**src/rtl/regfile_wb_arbiter_pkg.sv**
```systemverilog
// Shared register-file write-back definitions: address width, special registers,
// the queued-write entry type and a zero-register helper.
package regfile_pkg;

   localparam int REG_ADDR_W = 5;
   localparam int WB_DATA_W  = 32;

   localparam logic [REG_ADDR_W-1:0] ZERO_REG = 5'b00000;
   localparam logic [REG_ADDR_W-1:0] PC_REG   = 5'b01111;

   typedef struct packed {
      logic                  live;
      logic [REG_ADDR_W-1:0] addr;
      logic [WB_DATA_W-1:0]  data;
   } wb_entry_t;

   // Writes to $zero are never issued to the register file.
   function automatic logic is_zero_reg(input logic [REG_ADDR_W-1:0] addr);
      return (addr == ZERO_REG);
   endfunction

endpackage

```
**src/rtl/regfile_wb_arbiter_if.sv**
```systemverilog
// Scalar/vector result inputs and register-file write port of the write-back arbiter.
interface regfile_wb_arbiter_if #(parameter int N = 32);

   logic          s_valid;
   logic [4:0]    s_addr;
   logic [N-1:0]  s_data;
   logic          v_valid;
   logic          v_ready;
   logic [4:0]    v_addr;
   logic [N-1:0]  v_data;
   logic [4:0]    A3;
   logic [N-1:0]  WD3;
   logic          WE3;
   logic [31:0]   pending;

   modport master (
      output s_valid, s_addr, s_data, v_valid, v_addr, v_data,
      input  v_ready, A3, WD3, WE3, pending
   );

   modport slave (
      input  s_valid, s_addr, s_data, v_valid, v_addr, v_data,
      output v_ready, A3, WD3, WE3, pending
   );

endinterface

```
**src/rtl/regfile_wb_arbiter_wb_queue.sv**
```systemverilog
// In-order vector result queue with squash-by-address and a pending-register mask.
module wb_queue
   import regfile_pkg::*;
#(
   parameter int N     = 32,
   parameter int DEPTH = 4
) (
   input  logic                  clk,
   input  logic                  rst,
   input  logic                  push,
   input  logic [REG_ADDR_W-1:0] push_addr,
   input  logic [N-1:0]          push_data,
   input  logic                  pop,
   input  logic                  squash_en,
   input  logic [REG_ADDR_W-1:0] squash_addr,
   output logic                  full,
   output logic                  empty,
   output logic                  head_live,
   output logic [REG_ADDR_W-1:0] head_addr,
   output logic [N-1:0]          head_data,
   output logic [31:0]           pending
);

   localparam int PW = $clog2(DEPTH);
   localparam int CW = PW + 1;

   logic [DEPTH-1:0]      live_r;
   logic [REG_ADDR_W-1:0] addr_r [DEPTH];
   logic [N-1:0]          data_r [DEPTH];
   logic [PW-1:0]         wr_ptr_r;
   logic [PW-1:0]         rd_ptr_r;
   logic [CW-1:0]         count_r;
   logic [31:0]           pending_s;

   // Control state: live bits, pointers and occupancy; a push overrides a same-cycle squash.
   always_ff @(posedge clk) begin
      if (rst) begin
         live_r   <= '0;
         wr_ptr_r <= '0;
         rd_ptr_r <= '0;
         count_r  <= '0;
      end else begin
         for (int i = 0; i < DEPTH; i++) begin
            if (squash_en && (addr_r[i] == squash_addr)) begin
               live_r[i] <= 1'b0;
            end
         end
         if (pop) begin
            live_r[rd_ptr_r] <= 1'b0;
            rd_ptr_r         <= rd_ptr_r + PW'(1);
         end
         if (push) begin
            live_r[wr_ptr_r] <= 1'b1;
            wr_ptr_r         <= wr_ptr_r + PW'(1);
         end
         case ({push, pop})
            2'b10:   count_r <= count_r + CW'(1);
            2'b01:   count_r <= count_r - CW'(1);
            default: count_r <= count_r;
         endcase
      end
   end

   // Payload storage; only meaningful where the matching live bit is set.
   always_ff @(posedge clk) begin
      if (push) begin
         addr_r[wr_ptr_r] <= push_addr;
         data_r[wr_ptr_r] <= push_data;
      end
   end

   // One mask bit per register targeted by a live entry.
   always_comb begin
      pending_s = 32'h0000_0000;
      for (int i = 0; i < DEPTH; i++) begin
         pending_s = pending_s | (live_r[i] ? (32'h0000_0001 << addr_r[i]) : 32'h0000_0000);
      end
   end

   assign pending   = pending_s;
   assign full      = (count_r == CW'(DEPTH));
   assign empty     = (count_r == CW'(0));
   assign head_live = live_r[rd_ptr_r];
   assign head_addr = addr_r[rd_ptr_r];
   assign head_data = data_r[rd_ptr_r];

endmodule

```
**src/rtl/regfile_wb_arbiter.sv**
```systemverilog
// Merges scalar and vector results onto the single register-file write port.
// Optional WB_BYPASS_EN: a lone vector result into an empty queue is written directly.
module regfile_wb_arbiter
   import regfile_pkg::*;
#(
   parameter int N     = 32,
   parameter int DEPTH = 4
) (
   input  logic                 clk,
   input  logic                 rst,
   regfile_wb_arbiter_if.slave  bus
);

   logic                  full_s;
   logic                  empty_s;
   logic                  head_live_s;
   logic [REG_ADDR_W-1:0] head_addr_s;
   logic [N-1:0]          head_data_s;
   logic [31:0]           pending_s;
   logic                  v_xfer_s;
   logic                  byp_s;
   logic                  push_s;
   logic                  pop_s;
   logic                  squash_s;
   logic                  we_nxt_s;
   logic [REG_ADDR_W-1:0] a_nxt_s;
   logic [N-1:0]          wd_nxt_s;
   logic                  we3_r;
   logic [REG_ADDR_W-1:0] a3_r;
   logic [N-1:0]          wd3_r;

   assign bus.v_ready = !full_s && !rst;
   assign v_xfer_s    = bus.v_valid && bus.v_ready;

`ifdef WB_BYPASS_EN
   assign byp_s = v_xfer_s && !bus.s_valid && empty_s;
`else
   assign byp_s = 1'b0;
`endif

   assign push_s   = v_xfer_s && !byp_s;
   assign pop_s    = !bus.s_valid && !empty_s;
   assign squash_s = bus.s_valid && !is_zero_reg(bus.s_addr);

   // Write selection: scalar, then queue head (dead heads drain silently), then bypass.
   always_comb begin
      we_nxt_s = 1'b0;
      a_nxt_s  = a3_r;
      wd_nxt_s = wd3_r;
      if (bus.s_valid) begin
         we_nxt_s = !is_zero_reg(bus.s_addr);
         a_nxt_s  = bus.s_addr;
         wd_nxt_s = bus.s_data;
      end else if (!empty_s) begin
         we_nxt_s = head_live_s && !is_zero_reg(head_addr_s);
         a_nxt_s  = head_addr_s;
         wd_nxt_s = head_data_s;
      end else if (byp_s) begin
         we_nxt_s = !is_zero_reg(bus.v_addr);
         a_nxt_s  = bus.v_addr;
         wd_nxt_s = bus.v_data;
      end else begin
         we_nxt_s = 1'b0;
      end
   end

   // Registered write port; address/data hold their last value between writes.
   always_ff @(posedge clk) begin
      if (rst) begin
         we3_r <= 1'b0;
         a3_r  <= '0;
         wd3_r <= '0;
      end else begin
         we3_r <= we_nxt_s;
         if (we_nxt_s) begin
            a3_r  <= a_nxt_s;
            wd3_r <= wd_nxt_s;
         end
      end
   end

   wb_queue #(.N(N), .DEPTH(DEPTH)) u_queue (
      .clk         (clk),
      .rst         (rst),
      .push        (push_s),
      .push_addr   (bus.v_addr),
      .push_data   (bus.v_data),
      .pop         (pop_s),
      .squash_en   (squash_s),
      .squash_addr (bus.s_addr),
      .full        (full_s),
      .empty       (empty_s),
      .head_live   (head_live_s),
      .head_addr   (head_addr_s),
      .head_data   (head_data_s),
      .pending     (pending_s)
   );

   assign bus.pending = pending_s;
   assign bus.A3      = a3_r;
   assign bus.WD3     = wd3_r;
   assign bus.WE3     = we3_r;

endmodule
```
**src/flat_wrapper.sv**
```systemverilog
// flat-port wrapper written by rule: the top's interface ports become plain ports
module regfile_wb_arbiter_flat import regfile_pkg::*;
#(
   parameter int N     = 32,
   parameter int DEPTH = 4
)
  (clk, rst, bus_s_valid, bus_s_addr, bus_s_data, bus_v_valid, bus_v_addr, bus_v_data, bus_v_ready, bus_A3, bus_WD3, bus_WE3, bus_pending);
  regfile_wb_arbiter_if #(.N(N)) bus_i ();
  input  logic clk;
  input  logic rst;
  input wire logic [$bits(bus_i.s_valid)-1:0] bus_s_valid;
  input wire logic [$bits(bus_i.s_addr)-1:0] bus_s_addr;
  input wire logic [$bits(bus_i.s_data)-1:0] bus_s_data;
  input wire logic [$bits(bus_i.v_valid)-1:0] bus_v_valid;
  input wire logic [$bits(bus_i.v_addr)-1:0] bus_v_addr;
  input wire logic [$bits(bus_i.v_data)-1:0] bus_v_data;
  output wire logic [$bits(bus_i.v_ready)-1:0] bus_v_ready;
  output wire logic [$bits(bus_i.A3)-1:0] bus_A3;
  output wire logic [$bits(bus_i.WD3)-1:0] bus_WD3;
  output wire logic [$bits(bus_i.WE3)-1:0] bus_WE3;
  output wire logic [$bits(bus_i.pending)-1:0] bus_pending;
  assign bus_i.s_valid = bus_s_valid;
  assign bus_i.s_addr = bus_s_addr;
  assign bus_i.s_data = bus_s_data;
  assign bus_i.v_valid = bus_v_valid;
  assign bus_i.v_addr = bus_v_addr;
  assign bus_i.v_data = bus_v_data;
  assign bus_v_ready = bus_i.v_ready;
  assign bus_A3 = bus_i.A3;
  assign bus_WD3 = bus_i.WD3;
  assign bus_WE3 = bus_i.WE3;
  assign bus_pending = bus_i.pending;
  regfile_wb_arbiter #(.N(N), .DEPTH(DEPTH)) u_core (.clk(clk), .rst(rst), .bus(bus_i));
endmodule
```
**config.mk**
```make
export PLATFORM = sky130hd
export DESIGN_NAME = regfile_wb_arbiter_flat
export DESIGN_NICKNAME = d
export VERILOG_FILES = /design/src/rtl/regfile_wb_arbiter_pkg.sv /design/src/rtl/regfile_wb_arbiter_if.sv /design/src/rtl/regfile_wb_arbiter_wb_queue.sv /design/src/rtl/regfile_wb_arbiter.sv /design/src/flat_wrapper.sv
export SDC_FILE = /design/constraint.sdc
export NUM_CORES = 1
export LEC_CHECK = 0
export BUFFER_PORTS_ARGS = -buffer_cell sky130_fd_sc_hd__buf_2
export CORE_ASPECT_RATIO = 1.1
export CORE_MARGIN = 1.5
export CORE_UTILIZATION = 55
export DETAILED_ROUTE_END_ITERATION = 6
export PLACE_DENSITY_LB_ADDON = 0.25
export RECOVER_POWER = 50
export SLEW_MARGIN = 20
export SYNTH_ARGS = -nofsm -noshare
export SYNTH_HDL_FRONTEND = slang
export SYNTH_SLANG_ARGS = --single-unit
```
**constraint.sdc**
```tcl
create_clock -name clk -period 4.2 [get_ports clk]
set_input_delay 0.84 -clock clk [delete_from_list [all_inputs] [get_ports clk]]
set_output_delay 0.84 -clock clk [all_outputs]
set_load 0.01 [all_outputs]
```
==> results.json <==
{
  "syn_nets": 745,
  "grt_use_total_pct": 27.4,
  "io_pins": 149,
  "nets": 872,
  "synth_top_area_cell": "edfxtp_1",
  "reg2reg_depth": 5,
  "worst_pin_slew_ps": 1480,
  "hpwlAfterDp_mm": 16.0,
  "timing.rr.start": "u_core.u_queue.addr_r[1][0]",
  "vias": 6257,
  "layout_min_cycle_time_ps": 3280,
  "htreeDepth": 4,
  "cts-resized-gates": 0,
  "min_from": "u_core.u_queue.count_r[2]",
  "num_rows": 49,
  "start_util_pct": 56.0,
  "antenna_found_initial": 1,
  "vias_per_cell": 6.25,
  "crit_start": "u_core.u_queue.addr_r[2][4]",
  "yosysWarnings": 0,
  "clock-sinks": 199,
  "place_ws_ps": 931,
  "root_buffer": "clkbuf_16",
  "slew_viol_final": 0,
  "die_height_um": 138,
  "cts_buffer_depth": 2,
  "synth_async_sr_flop_share_pct": 0,
  "cts_hold_buf": 0,
  "fill_cells": 1238,
  "worstPathArrival_ps": 2440,
  "routed_wl_mm": 23.4,
  "synth_edf_count": 148,
  "post-cts-setup-buffer-count": 0,
  "finalHoldViolCount": 0,
  "ys_dominant_reg_cell": "edfxtp_1",
  "grt_first_pass_wirelength_mm": 35.3,
  "ys_ff_latch": 199,
  "maxCapViolCount": 0,
  "synth_commonest_cells": "148 x edfxtp_1, 55 x a21oi_1, 51 x dfxtp_1",
  "drtIter0Drc": 415,
  "firstDrtPassIters": 5,
  "layout_setup_ws_ps": 917,
  "synth.most_common_cell": "edfxtp_1",
  "p_leak_nw": 3.61,
  "routedWlPerCell_um": 23.4,
  "mappedNetlistArea_um2": 9100,
  "cts_tree": "done",
  "ir_worst_vdd_v": 0.000415,
  "grt_start_max_net_pins": 51,
  "final.setup.tns_ps": 0,
  "insertion_delay_ps": 440,
  "startpoint_type": "flop",
  "globalplace.congestion": 0.930,
  "cts-buffers-inserted": 17,
  "antennaDiodeCount": 0,
  "avgSynthCellArea_um2": 13.9,
  "synthCells": 657,
  "synthDominantCellAreaShare_pct": 48.8,
  "synth.area.top_cells": "edfxtp_1 49%, dfxtp_1 11%, mux4_2 9.4%, mux2i_1 4.1%, a21oi_1 3.0%",
  "critPathCaptureType": "primary output",
  "crit_type": "reg2out",
  "rsz0062_at_grt": "no",
  "clock_skew_ps": 11.9,
  "clk_pin_slew_ps": 70,
  "power_density_nw_per_um2": 469,
  "yosys.cell_types.count": 45,
  "die_width_um": 126,
  "coreArea_um2": 16200,
  "path_max_fanout": 4,
  "grt_overflow": 0,
  "hold_class": "reg2reg",
  "whs_path_depth": 2,
  "setup_viol": 0,
  "drc": 0,
  "die_area_um2": 17300,
  "ys_seq_area_share_pct": 60.0,
  "required_ps": 3360,
  "antenna_left": 0,
  "relSlewSlack_pct": 1.08,
  "outcome": "completed",
  "grt_pass1_vias": 6276,
  "fmax_mhz": 305,
  "finalCritPeriodShare_pct": 78.2,
  "portBuffers": 148,
  "drive_above_1_share_pct": 22.7,
  "synthToLayoutAreaGrowth_pct": 14.8
}
flip-flops by register name, summed over array words and instances (netlist names), named ones only:
register	flops
u_core.bus.A3	5
u_core.bus.WD3	32
u_core.bus.WE3	1
u_core.u_queue.addr_r	20
u_core.u_queue.count_r	3
u_core.u_queue.data_r	128
u_core.u_queue.live_r	4
u_core.u_queue.rd_ptr_r	2
u_core.u_queue.wr_ptr_r	2
stage by stage:
| step | cell area (um^2) | instances | power [mW] | utilization [%] | hold WS [ps] |
|---|---|---|---|---|---|
| after floorplan | 9100 | 657 | 3.12 | - | 472 |
| after global placement | 9940 | 967 | 3.37 | 61.2 | 488 |
| after detailed placement | 9940 | 967 | 3.42 | 61.2 | 508 |
| after CTS | 10500 | 999 | 4.94 | 64.7 | 516 |
| after global routing | 10500 | 1001 | 5.09 | 64.3 | 544 |
| final | 10500 | 1001 | 4.90 | 64.3 | 515 |
placed cells by master (no fill, tap or decap), types with 17 or more instances in the layout:
cell type,instances
mux2i_1,37
nor2_1,31
clkbuf_16,17
a21oi_1,55
clkbuf_1,75
nand2_1,33
mux4_2,38
a211oi_2,20
dfxtp_1,49
buf_2,73
edfxtp_1,148
o21ai_0,21
a211oi_1,17
logic make-up (layout without fill, tap and decap cells):
| kind of cell | after synthesis | after routing | synth area share, % |
|---|---|---|---|
| muxes | 75 | 75 | 13.5 |
| and+or+nand+nor | 124 | 124 | 6.80 |
| adders and majority gates | 10 | 10 | 1.46 |
| DFF | 199 | 199 | 60.0 |
| xor gates and xnor gates | 24 | 24 | 2.31 |
| AOI/OAI and AO/OA | 165 | 165 | 13.0 |
| buffers and inverters | 60 | 200 | 2.87 |
layout make-up:
cell class                      count  area [um^2]  share of cell area [%]
Sequential cell                   199         5470                    52.3
Multi-Input combinational cell    398         3380                    32.3
Timing Repair Buffer              159          752                    7.19
Clock buffer                       17          425                    4.07
Tap cell                          204          255                    2.44
Clock inverter                     15          136                    1.30
Inverter                            9         33.8                   0.323
power by group:
group / total (mW) / switching (mW) / internal (mW)
combinational: 0.984 / 0.533 / 0.450
clock: 1.54 / 0.752 / 0.785
sequential: 2.38 / 0.113 / 2.26
total: 4.90 / 1.40 / 3.50
path summary, 6_finish.rpt:
kind | to | slack, ps
worst max-delay path | bus_pending[14] | 920
worst min-delay path | u_core.u_queue.count_r[2] | 520
worst max register to register | u_core.bus.WD3[16] | 980
worst min register to register | u_core.u_queue.count_r[2] | 520
routing by layer:
metal  track usage (%)  part of all wire (%)  routed length, um  up-vias
met1              31.7                    38               8930     3127
met2              49.1                    52              12300      253
li1                  -                     -                  -     2822
met5                 0                 0.056                 13        -
met4              13.5                   3.6                840        2
met3              5.63                   5.6               1320       53
worst max-delay path, stage by stage (launching register included):
cell and delay [ps]:
edfxtp_1 440, nand2b_1 250, nor3b_1 740, a32o_1 270, a21oi_1 50, o21ai_0 110, buf_2 160
No activity file was read; power rests on OpenSTA's default activity.
